## src/rtl/sopc_pkg.sv

```systemverilog
// Shared types for the SOPC reset sequencer: reset-cause encodings and FSM states.
package sopc_pkg;

  typedef enum logic [1:0] {
    CAUSE_POR = 2'b00,
    CAUSE_EXT = 2'b01,
    CAUSE_SW  = 2'b10,
    CAUSE_WDT = 2'b11
  } cause_e;

  typedef enum logic [1:0] {
    ST_ASSERT  = 2'b00,
    ST_RELEASE = 2'b01,
    ST_RUN     = 2'b10
  } state_e;

  // Coincident requests resolve EXT > WDT > SW.
  function automatic cause_e pick_cause(input logic ext, input logic wdt);
    if (ext)      return CAUSE_EXT;
    else if (wdt) return CAUSE_WDT;
    else          return CAUSE_SW;
  endfunction

endpackage

```

## src/rtl/reset_sync.sv

```systemverilog
// Multi-flop synchroniser, cleared asynchronously; used for rst deassertion and the button request.
module reset_sync #(
  parameter int unsigned STAGES = 2
) (
  input  logic clk_i,
  input  logic rst_ni,
  input  logic d_i,
  output logic q_o
);

  logic [STAGES-1:0] sync_q;

  // NOTE: sequential state uses non-blocking assignment so every flop samples pre-edge values.
  always_ff @(posedge clk_i or negedge rst_ni) begin
    if (!rst_ni) sync_q <= '0;
    else         sync_q <= {sync_q[STAGES-2:0], d_i};
  end

  assign q_o = sync_q[STAGES-1];

endmodule

```

## src/rtl/sopc_reset_ctrl.sv

```systemverilog
// Staged reset sequencer: holds all domains after any reset entry, releases them in order,
// and re-enters reset on button, software or watchdog request while recording the cause.
module sopc_reset_ctrl
  import sopc_pkg::*;
#(
  parameter int unsigned NUM_DOMAINS = 3,
  parameter int unsigned HOLD_CYCLES = 100,
  parameter int unsigned STAGE_GAP   = 4,
  parameter int unsigned SYNC_STAGES = 2,
  parameter int unsigned WDT_WIDTH   = 16
) (
  input  logic                   clk_i,
  input  logic                   rst_ni,
  input  logic                   ext_rst_req_i,
  input  logic                   sw_rst_req_i,
  input  logic                   wdt_en_i,
  input  logic [WDT_WIDTH-1:0]   wdt_load_i,
  input  logic                   wdt_kick_i,
  output logic [NUM_DOMAINS-1:0] dom_rst_o,
  output logic                   rst_done_o,
  output logic [1:0]             rst_cause_o
);

  localparam int unsigned HOLD_W  = (HOLD_CYCLES > 1) ? $clog2(HOLD_CYCLES) : 1;
  localparam int unsigned STAGE_W = (STAGE_GAP > 1)   ? $clog2(STAGE_GAP)   : 1;
  localparam int unsigned IDX_W   = (NUM_DOMAINS > 1) ? $clog2(NUM_DOMAINS) : 1;

  logic rst_sync_n;
  logic ext_s;

  reset_sync #(.STAGES(SYNC_STAGES)) u_rst_sync (
    .clk_i  (clk_i),
    .rst_ni (rst_ni),
    .d_i    (1'b1),
    .q_o    (rst_sync_n)
  );

  reset_sync #(.STAGES(SYNC_STAGES)) u_ext_sync (
    .clk_i  (clk_i),
    .rst_ni (rst_ni),
    .d_i    (ext_rst_req_i),
    .q_o    (ext_s)
  );

  state_e                 state_q;
  logic [HOLD_W-1:0]      hold_cnt_q;
  logic [STAGE_W-1:0]     stage_cnt_q;
  logic [IDX_W-1:0]       idx_q;
  logic [NUM_DOMAINS-1:0] dom_rst_q;
  logic                   rst_done_q;
  cause_e                 cause_q;
  logic [WDT_WIDTH-1:0]   wdt_cnt_q, wdt_cnt_d;

  logic   enter_run;
  logic   wdt_req;
  logic   req_any;
  cause_e req_cause;

  assign enter_run = (state_q == ST_RELEASE) && (dom_rst_q == '0);
  assign wdt_req   = (state_q == ST_RUN) && wdt_en_i && (wdt_cnt_q == '0) && !wdt_kick_i;
  assign req_any   = ext_s || sw_rst_req_i || wdt_req;
  assign req_cause = pick_cause(ext_s, wdt_req);

  // NOTE: every signal written in always_comb gets a default first, so no latch is inferred.
  always_comb begin
    wdt_cnt_d = wdt_cnt_q;
    if (enter_run) begin
      wdt_cnt_d = wdt_load_i;
    end else if (state_q == ST_RUN) begin
      if (wdt_kick_i)                        wdt_cnt_d = wdt_load_i;
      else if (wdt_en_i && wdt_cnt_q != '0)  wdt_cnt_d = wdt_cnt_q - WDT_WIDTH'(1);
    end
  end

  // NOTE: the sequencer is cleared by the synchronised reset so assertion stays asynchronous
  // while its first active edge is always clean.
  always_ff @(posedge clk_i or negedge rst_sync_n) begin
    if (!rst_sync_n) wdt_cnt_q <= '0;
    else             wdt_cnt_q <= wdt_cnt_d;
  end

  always_ff @(posedge clk_i or negedge rst_sync_n) begin
    if (!rst_sync_n) begin
      state_q     <= ST_ASSERT;
      hold_cnt_q  <= '0;
      stage_cnt_q <= '0;
      idx_q       <= '0;
      dom_rst_q   <= '1;
      rst_done_q  <= 1'b0;
      cause_q     <= CAUSE_POR;
    end else if (req_any) begin
      // A held button keeps re-entering here, pinning hold_cnt at zero until it drops.
      state_q     <= ST_ASSERT;
      hold_cnt_q  <= '0;
      stage_cnt_q <= '0;
      idx_q       <= '0;
      dom_rst_q   <= '1;
      rst_done_q  <= 1'b0;
      cause_q     <= req_cause;
    end else begin
      case (state_q)
        ST_ASSERT: begin
          if (hold_cnt_q == HOLD_W'(HOLD_CYCLES - 1)) begin
            state_q     <= ST_RELEASE;
            hold_cnt_q  <= '0;
            stage_cnt_q <= '0;
            idx_q       <= '0;
          end else begin
            hold_cnt_q <= hold_cnt_q + HOLD_W'(1);
          end
        end

        ST_RELEASE: begin
          if (dom_rst_q == '0) begin
            state_q    <= ST_RUN;
            rst_done_q <= 1'b1;
          end else begin
            if (stage_cnt_q == '0) begin
              for (int unsigned i = 0; i < NUM_DOMAINS; i++) begin
                if (idx_q == IDX_W'(i)) dom_rst_q[i] <= 1'b0;
              end
            end
            if (stage_cnt_q == STAGE_W'(STAGE_GAP - 1)) begin
              stage_cnt_q <= '0;
              if (idx_q != IDX_W'(NUM_DOMAINS - 1)) idx_q <= idx_q + IDX_W'(1);
            end else begin
              stage_cnt_q <= stage_cnt_q + STAGE_W'(1);
            end
          end
        end

        ST_RUN: rst_done_q <= 1'b1;

        default: state_q <= ST_ASSERT;
      endcase
    end
  end

  assign dom_rst_o   = dom_rst_q;
  assign rst_done_o  = rst_done_q;
  assign rst_cause_o = cause_q;

endmodule

```

## config.mk

```make
export PLATFORM = sky130hd
export DESIGN_NAME = sopc_reset_ctrl
export DESIGN_NICKNAME = d
export VERILOG_FILES = /design/src/rtl/sopc_pkg.sv /design/src/rtl/reset_sync.sv /design/src/rtl/sopc_reset_ctrl.sv
export SDC_FILE = /design/constraint.sdc
export NUM_CORES = 1
export LEC_CHECK = 0
export BUFFER_PORTS_ARGS = -buffer_cell sky130_fd_sc_hd__buf_2
export CAP_MARGIN = 0
export CORE_ASPECT_RATIO = 1.2
export CORE_UTILIZATION = 55
export DETAILED_ROUTE_END_ITERATION = 6
export PLACE_DENSITY = 0.81
export SYNTH_ARGS = -nofsm -noshare
export SYNTH_HDL_FRONTEND = slang
export SYNTH_SLANG_ARGS = --single-unit
```

## constraint.sdc

```tcl
create_clock -name clk_i -period 2.7 [get_ports clk_i]
set_clock_uncertainty 0.1 [all_clocks]
set_input_delay 0.405 -clock clk_i [delete_from_list [all_inputs] [get_ports clk_i]]
set_output_delay 0.405 -clock clk_i [all_outputs]
set_load 0.02 [all_outputs]
```

==> Word level (Yosys, flattened, before mapping) <==
Cells that the tools add are included.
{ "totals": {"register_bits": 39, "inputBits": 22, "wordCells": 95} }
{ "classes": {"add_sub_neg": 4, "eq_ne": 14, "n_mux": 33, "n_reduce_logical": 32} }
{ "op_table": {"columns": ["operator", "count"], "rows": [
  ["2-to-1 mux 16 bit", 4],
  ["2-to-1 mux 2 bit", 12],
  ["2-to-1 mux 7 bit", 3],
  ["logical NOT 16 bit", 1],
  ["nonzero test 16 bit", 1],
  ["subtractor 16 x 1 -> 16 bit, second input constant", 1],
  ["nonzero test 2 bit", 7],
  ["2-to-1 mux 3 bit", 4],
  ["AND reduction 4 bit", 3],
  ["inequality test 3 x 2 -> 1 bit, second input constant", 3],
  ["nonzero test 3 bit", 3],
  ["case mux 2 bit (2 select lines)", 2],
  ["adder 7 x 1 -> 7 bit, second input constant", 1],
  ["== test 7 bit, second input constant", 1],
  ["== test 2 bit, second input constant", 3],
  ["logical NOT 2 bit", 3],
  ["2-to-1 mux 1 bit", 6],
  ["inequality test 2 bit, second input constant", 3],
  ["inequality test 3 bit, second input constant", 2],
  ["case mux 2 bit (3 select lines)", 1],
  ["AND reduction 3 bit", 2],
  ["logical AND 1 bit", 5],
  ["AND reduction 5 bit", 1],
  ["adder 2 x 1 -> 2 bit, second input constant", 2],
  ["other kinds (6)", 9]
]} }

==> Longest topological paths before layout <==
Gate-level depths: netlist (run 1).
{ "logic_depth": {"word_depth": 7, "mapped_depth": 8, "ltp_nobuf": 7} }

==> By module <==
From an unflattened synthesis (run 1), not the netlist that was laid out.
{ "unflattened": {"cells_unflattened": 242, "area_unflattened_um2": 2235.9} }
{ "by_module_without_submodules": {"columns": ["mod", "n_inst", "cells_each", "area_per_inst_um2", "seq_area_each_um2"], "rows": [
  ["sopc_reset_ctrl", 1, 238, 2135.8, 879.6],
  ["reset_sync", 2, 2, 50.0, 50.0]
]} }

==> Worst setup path after synthesis (run 1) <==
Ideal clock, no wire load.
{ "synth_path": {"path_type": "register -> register", "from": "reg wdt_cnt_q[4]", "to": "reg rst_done_q, in the netlist rst_done_o", "setup_ps": 125, "arrival_ps": 1723, "required_time_ps": 2475, "slack_ps": 752, "path_stages_with_launch": 7, "n_path_buf": 1, "period_less_slack_ps": 1948, "path_cell_list": "dfrtp_1 -> nor4_4 -> nand4_1 -> nor3b_2 -> or2b_2 -> buf_6 -> a21oi_1"} }
{ "synth_via": {"elab_chain_cells": 6, "elab_cells_between_ends": 8, "cone_classes": "eq/ne: 1; mux: 1; reduce/logical: 6"} }
{ "synth_lines": {"columns": ["element", "line_no", "rtl"], "rows": [
  ["start, declared", "sopc_reset_ctrl.sv:52", "logic [WDT_WIDTH-1:0] wdt_cnt_q, wdt_cnt_d;"],
  ["start signal, assigned", "sopc_reset_ctrl.sv:79", "else wdt_cnt_q <= wdt_cnt_d;"],
  ["logical NOT 16 bit (*)", "sopc_reset_ctrl.sv:60", "assign wdt_req = (state_q == ST_RUN) && wdt_en_i && (wdt_cnt_q == '0) && !wdt_kick_i;"],
  ["logical AND 1 bit (*) (2 in a row)", "sopc_reset_ctrl.sv:60", null],
  ["logical OR 1 bit (*)", "sopc_reset_ctrl.sv:61", "assign req_any = ext_s || sw_rst_req_i || wdt_req;"],
  ["inequality test 3 x 2 -> 1 bit (no line) / nonzero test 3 bit (equally long branches)", null, null],
  ["AND reduction 2 bit (no line)", null, null],
  ["end signal, assigned", "sopc_reset_ctrl.sv:89", "rst_done_q <= 1'b0;"],
  ["end signal, assigned", "sopc_reset_ctrl.sv:98", "rst_done_q <= 1'b0;"],
  ["end signal, assigned", "sopc_reset_ctrl.sv:116", "rst_done_q <= 1'b1;"],
  ["end, declared", "sopc_reset_ctrl.sv:50", "logic rst_done_q;"]
]} }
Mark *: on every way between the ends. The rest lies on a longest branch, timed or not.
A chain may end at the register's enable or synchronous reset.

==> Worst setup path after layout (run 1) <==
{ "layout_path": {"from": "reg wdt_cnt_q[4]", "to": "reg hold_cnt_q[6]"} }
{ "layout_via": {"elab_chain_cells": 5, "elab_cells_between_ends": 6, "cone_classes": "mux: 1; reduce/logical: 5"} }
{ "layout_lines": {"columns": ["element", "line_no", "rtl"], "rows": [
  ["logical NOT 16 bit (*)", "sopc_reset_ctrl.sv:60", null],
  ["logical AND 1 bit (*) (2 in a row)", "sopc_reset_ctrl.sv:60", null],
  ["logical OR 1 bit (*)", "sopc_reset_ctrl.sv:61", null],
  ["2-to-1 mux 7 bit / nonzero test 2 bit (equally long branches)", null, null],
  ["end signal, assigned", "sopc_reset_ctrl.sv:109", "hold_cnt_q <= hold_cnt_q + HOLD_W'(1);"],
  ["end, declared", "sopc_reset_ctrl.sv:46", "logic [HOLD_W-1:0] hold_cnt_q;"]
]} }
Marked as above.

==> impl_metrics.py, run 1 <==
metrics = {
    "setup_path": {
        "path_class": "reg -> reg",
        "slowest_delay_ns": 0.50,
        "crit_path_max_fanout": 14,
        "r2r.worst_path.cells": 5,
        "critPathArrivalTime_ns": 2.30,
        "slowest_stage": "nor4_4",
        "start_kind": "register",
        "crit_path_end_kind": "register",
        "crit_required_ns": 2.75,
        "crit_chain": "nor4_4 > nand4_1 > nor3b_2 > or2b_2 > a311oi_1",
    },
    "cells_and_area": {
        "n_fill_cell": 312,
        "drive_gt1_share_pct": 19.39,
        "final_common_cell": "dfrtp_1",
        "syn_to_final_growth_pct": 15.89,
        "antenna_cells": 0,
        "layout_common_cells": "dfrtp_1, buf_2, nand2_1, a21oi_1, o21ai_0",
        "final_nets": 292,
    },
    "placed_design": {
        "io_buffers": 27,
        "dp_hpwl_mm": 3.247,
        "gp_congestion": 0.8434,
    },
    "power_and_ir_drop": {
        "vdd_ir_drop_max_mv": 0.3898,
        "leakagePower_nw": 1.059,
        "p_per_area_nw_per_um2": 526.1,
    },
    "timing": {
        "period_needed_ns": 2.249,
        "final_max_slew_viol_count": 0,
        "hold_viol": 0,
        "holdWs_ns": 0.1132,
        "tns_ns": 0,
        "max_slew_margin_pct": 46.37,
        "worstMarginPinSlew_ns": 0.8045,
        "max_freq_mhz": 444.7,
        "fin_crit_sh_pct": 83.29,
        "rsz0062_at_grt": "no",
        "setup_viol": 0,
    },
    "routing": {
        "ant_nets": 0,
        "wl_per_cell_um": 14.38,
        "viasPerCell": 5.962,
        "dr_total_vias": 1878,
        "drtIter0Drc": 108,
        "drc": 0,
        "drt_first_pass_iters": 4,
        "drt-total-wl_mm": 4.529,
    },
    "status": {
        "status": "completed",
    },
    "logic_synthesis": {
        "synth-seq-area-share_pct": 45.92,
        "ys_ff_latch": 39,
        "syn_area_per_cell_um2": 9.357,
        "netlist_area_um2": 2133,
        "synth-warning-count": 0,
        "syn_inst": 228,
        "synth_edf_count": 0,
        "yosys.area.top_type_share_pct": 42.23,
        "synth_top_flop_cell": "dfrtp_1",
        "synthArstFlopShare_pct": 100.0,
        "synth_area_leader_cell": "dfrtp_1",
        "yosys.cell_types.count": 48,
        "synth_nets": 258,
        "synthTopCellsByArea": "dfrtp_1, a21oi_1, ha_1",
    },
    "global_route": {
        "grt_pass1_vias": 1810,
        "gr-total-overflow": 0,
        "grt_max_degree": 32,
        "grtUsageTotal_pct": 25.32,
        "grt_first_pass_wirelength_mm": 7.948,
        "antenna_found_initial": 0,
    },
    "floorplan": {
        "ioPinCount": 28,
        "design.die.area_um2": 4133,
        "die_h_um": 70.23,
        "die_w_um": 58.86,
        "initial_core_util_pct": 58.23,
        "core_um2": 3664,
        "num_rows": 24,
    },
    "clocking": {
        "cts-root-buf": "clkbuf_8",
        "worstSkewPairLatency_ns": 0.29,
        "cts.sinks": 39,
        "cts_tree": "done",
        "cts_setup_buffers": 0,
        "cts_max_level": 2,
        "cts-buffers-inserted": 5,
        "clock_path_buffers": 2,
        "cts.clk_slew.worst_paths_ns": 0.07,
    },
    "flow_run": {
        "maxCapViolations": 0,
    },
    "min_path": {
        "hold_class": "in -> reg",
        "min_path_cells": 1,
    },
}
## where the power goes
part	switching (W)	internal, W
logic	0.0000856	0.0000628
clock network	0.000207	0.000299
registers	0.0000333	0.000613
## repair_timing
item                                   4_1_cts  5_1_grt
resized for setup                            0        0
hold buffers                                 2        0
endpoints found under the hold margin        8        0
## Yosys cell counts (all sizes together), types with 3 or more instances
cell,instances
dfrtp,36
a21oi,21
nand2,21
o21ai,19
nor2,18
nand3,12
inv,10
ha,8
buf,6
nor4,6
or3,6
a21o,5
nor3,5
o22ai,5
nand4,4
a22oi,3
dfstp,3
o31a,3
## final timing paths
kind / start / endpoint / slack (ns)
min reg2reg: u_rst_sync.sync_q[1] / wdt_cnt_q[1] / 0.19
max: wdt_cnt_q[4] / hold_cnt_q[6] / 0.45
max reg2reg: wdt_cnt_q[4] / hold_cnt_q[6] / 0.45
max in group asynchronous: u_rst_sync.sync_q[1] / stage_cnt_q[0] / 1.82
min: ext_rst_req_i / u_ext_sync.sync_q[0] / 0.11
min in group asynchronous: u_rst_sync.sync_q[1] / wdt_cnt_q[1] / 0.19
## critical path, delay by kind of cell, from the launching register on
kind            cells  cell delay (ns)
compound gates      1             0.07
flops               1             0.43
simple gates        4             1.51
## metrics by stage
| step | area (um2) | utilization, % | worst slack [ns] | total power [W] | std cells |
|---|---|---|---|---|---|
| after global routing | 2472 | 67.49 | 0.2917 | 0.001355 | 315 |
| final | 2472 | 67.49 | 0.4511 | 0.001301 | 315 |
| after CTS | 2472 | 67.49 | 0.4656 | 0.001305 | 315 |
| after detailed placement | 2335 | 63.73 | 0.4706 | 0.0008024 | 305 |
| after floorplan | 2133 | - | 0.7521 | 0.0007529 | 228 |
| after global placement | 2335 | 63.73 | 0.5475 | 0.0007988 | 305 |
## sequential cells by signal (all words and copies together) (netlist names)
signal / cells
hold_cnt_q: 7
idx_q: 2
dom_rst_o: 3
rst_cause_o: 2
u_rst_sync.sync_q: 2
rst_done_o: 1
wdt_cnt_q: 16
stage_cnt_q: 2
state_q: 2
u_ext_sync.sync_q: 2
## logic make-up (layout without fill, tap and decap cells)
logic type      Yosys count  count (layout)  share of synthesized area, %
other cells               1               1                        0.1758
compound gates           72              72                         21.23
flops                    39              39                         45.92
mux                       2               2                        0.9385
simple gates             86              86                         22.41
fa+ha+maj                 8               8                         4.692
buf+inv                  18              53                         3.812
xor+xnor                  2               2                        0.8213
## metal layers
metal	up-vias	GRT usage, %	wire length, um
met5	-	0	0
met4	0	10.85	99
met3	9	5.185	143
met2	46	41.54	2308
met1	916	31.78	1978
li1	907	-	-
## final cells by class
type / count / area [um2] / share of cell area (%)
sequential: 39 / 979.7 / 39.63
timing repair buffer: 35 / 200.2 / 8.097
tap: 52 / 65.06 / 2.632
inverter: 10 / 37.54 / 1.518
multi-input combinational: 171 / 1072 / 43.37
clock buffer: 6 / 82.58 / 3.340
clock inverter: 2 / 35.03 / 1.417
Power figures use the tool's default switching activity.
==> run 2: changes to the inputs <==
--- a/config.mk
+++ b/config.mk
@@ -8,9 +8,9 @@
 export BUFFER_PORTS_ARGS = -buffer_cell sky130_fd_sc_hd__buf_2
 export CAP_MARGIN = 0
 export CORE_ASPECT_RATIO = 1.2
-export CORE_UTILIZATION = 55
+export CORE_UTILIZATION = 51
 export DETAILED_ROUTE_END_ITERATION = 6
-export PLACE_DENSITY = 0.81
+export PLACE_DENSITY = 0.79
 export SYNTH_ARGS = -nofsm -noshare
 export SYNTH_HDL_FRONTEND = slang
 export SYNTH_SLANG_ARGS = --single-unit
==> constraint.sdc (replaced) <==
create_clock -name clk_i -period 1.9 [get_ports clk_i]
set_clock_uncertainty 0.1 [all_clocks]
set_input_delay 0.285 -clock clk_i [delete_from_list [all_inputs] [get_ports clk_i]]
set_output_delay 0.285 -clock clk_i [all_outputs]
set_load 0.02 [all_outputs]
==> run 2 against run 1 <==
The run now ends with setup timing left. Non-clock buffer count rose by 29. Via count rose by 7.6%. Flip-flop and latch count did not move. Utilization rose by 4.9 points. Clock power rose by 66%. First-iteration DRC count rose by 52%. Global-route usage rose by 0.31 points. Sequential power rose by 42%. Worst setup slack got worse by 0.69 ns. Sequential share of layout area fell by 5.5 points. Final area rose by 16%.
==> impl_metrics.py, run 2 (synthesis results as in run 1) <==
metrics = {
    "status": {
        "status": "complete, but fails checks",
        "failed_checks": "setup timing",
    },
    "setup_path": {
        "critPathArrivalTime_ns": 2.29,
        "rr_endpoint": "wdt_cnt_q[14]",
        "r2r_start": "wdt_cnt_q[2]",
        "path_class": "reg -> reg",
        "crit_path_end_kind": "register",
        "r2r.worst_path.cells": 6,
        "crit_path_max_fanout": 3,
        "start_kind": "register",
        "reg2reg_setup_slack_ns": -0.24,
        "crit_required_ns": 2.05,
    },
    "timing": {
        "max_freq_mhz": 467.3,
        "final_max_slew_viol_count": 0,
        "hold_viol": 0,
        "holdWs_ns": 0.1686,
        "fin_crit_sh_pct": 112.6,
        "rsz0062_at_grt": "yes",
        "setup_viol": 9,
        "period_needed_ns": 2.140,
        "setup_ws_ns": -0.2398,
    },
    "power_and_ir_drop": {
        "switching_share_pct": 25.74,
        "vdd_ir_drop_max_mv": 0.6920,
        "leakagePower_nw": 1.217,
        "p_clk_share_pct": 39.9,
        "switchingPower_w": 0.0005434,
        "p_int_w": 0.001568,
        "pwr-share-seq_pct": 43.5,
        "combinationalPowerShare_pct": 16.7,
        "p_per_area_nw_per_um2": 734.2,
    },
    "floorplan": {
        "ioPinCount": 28,
        "die_w_um": 61.04,
        "core_um2": 3973,
        "die_h_um": 72.85,
        "design.die.area_um2": 4447,
        "num_rows": 25,
        "initial_core_util_pct": 53.70,
    },
    "global_route": {
        "grt_max_degree": 36,
        "grt_first_pass_wirelength_mm": 8.355,
        "grt_pass1_vias": 1909,
        "grtUsageTotal_pct": 25.62,
        "antenna_found_initial": 0,
        "gr-total-overflow": 0,
    },
    "clocking": {
        "cts-buffers-inserted": 5,
        "cts-root-buf": "clkbuf_8",
        "cts.sinks": 39,
        "worstSkewPairLatency_ns": 0.30,
        "cts_tree": "done",
        "cts_max_level": 2,
        "clock_path_buffers": 2,
        "cts.clk_slew.worst_paths_ns": 0.08,
    },
    "cells_and_area": {
        "layout_common_cells": "dfrtp_1, buf_4, buf_2, nand2_1, nor2_1",
        "final_core_util_pct": 72.38,
        "final_nets": 321,
        "largest_reg_flops": 16,
        "drive_gt1_share_pct": 36.64,
        "regMostFlops": "wdt_cnt_q",
        "antenna_cells": 0,
        "final_common_cell": "dfrtp_1",
        "syn_to_final_growth_pct": 34.78,
    },
    "placed_design": {
        "dp_hpwl_mm": 3.564,
        "gp_congestion": 0.8468,
        "io_buffers": 27,
    },
    "routing": {
        "drc": 0,
        "drtIter0Drc": 164,
        "viasPerCell": 5.841,
        "ant_nets": 0,
        "dr_total_vias": 2021,
        "drt-total-wl_mm": 5.566,
        "wl_per_cell_um": 16.09,
        "drt_first_pass_iters": 4,
    },
    "min_path": {
        "min_path_cells": 3,
        "hold_start": "wdt_load_i[10]",
        "hold_end": "wdt_cnt_q[10]",
        "hold_class": "in -> reg",
    },
    "flow_run": {
        "maxCapViolations": 0,
    },
}
run 2: cell types whose count changed in the layout (fill, tap and decap cells not counted), moves of 7 or more:
| cell | previous run | this run |
|---|---|---|
| a21oi_1 | 21 | 14 |
| a21oi_2 | 0 | 7 |
| buf_4 | 6 | 31 |
| o21ai_0 | 19 | 11 |
| o21ai_1 | 0 | 8 |
run 2: how the worst max path moves through the flow:
| stage | slack, ns | endpoint | cells after the start | from |
|---|---|---|---|---|
| after floorplan | -0.03 | wdt_cnt_q[8] | 7 | wdt_cnt_q[0] |
| after global placement | -0.09 | hold_cnt_q[5] | 7 | wdt_cnt_q[1] |
| after detailed placement | -0.14 | hold_cnt_q[5] | 7 | wdt_cnt_q[1] |
| after CTS | -0.08 | wdt_cnt_q[14] | 6 | wdt_cnt_q[4] |
| after global routing | -0.30 | wdt_cnt_q[14] | 6 | wdt_cnt_q[2] |
| final | -0.24 | wdt_cnt_q[14] | 6 | wdt_cnt_q[2] |
run 2: timing repair:
action,in CTS,in global routing
setup endpoints to repair,34,30
pin swaps,8,9
hold endpoints to repair,5,0
setup buffers,5,1
resized for setup,19,18
cloned,0,0
hold buffers,2,0
run 2: power groups by stage:
stage	Combinational, W	Clock [W]	Sequential [W]
floorplan	0.000136	0	0.000937
global placement	0.000274	0	0.000922
detailed placement	0.000280	0	0.000924
CTS	0.000319	0.000849	0.000913
global route	0.000381	0.000874	0.000922
finish	0.000352	0.000842	0.000917
run 2: area by class of cell:
cell class	count	area, um2
multi-input combinational	171	1211
fill	298	1097
sequential	39	980.9
timing repair buffer	64	441.7
clock buffer	5	68.82
clock inverter	3	67.56
tap	54	67.56
inverter	10	37.54
run 2: worst max-delay path: stages, from the launching register on:
cell	delay (ns)
dfrtp_1	0.42
nor4_4	0.36
buf_4	0.20
nand4_1	0.17
or3_4	0.43
a21oi_1	0.24
o2bb2a_4	0.17
run 2: through the flow:
stage               setup WS (ns)  cell area [um2]  setup TNS (ns)  total power [W]  cells
floorplan                -0.02817             2155         -0.2060         0.001073    228
global placement         -0.08925             2551          -1.323         0.001196    331
detailed placement        -0.1436             2551          -1.962         0.001205    331
CTS                      -0.07879             2806         -0.2724         0.002081    346
global route              -0.3010             2875          -2.381         0.002176    346
finish                    -0.2398             2875         -0.5627         0.002111    346
run 2: routing by layer:
layer | global-route usage, % | wire [um] | vias up
met1 | 28.51 | 2178 | 966
met3 | 5.851 | 224 | 22
met4 | 13.38 | 223 | 0
met2 | 44.32 | 2940 | 67
li1 | - | - | 966
met5 | 0 | 0 | -
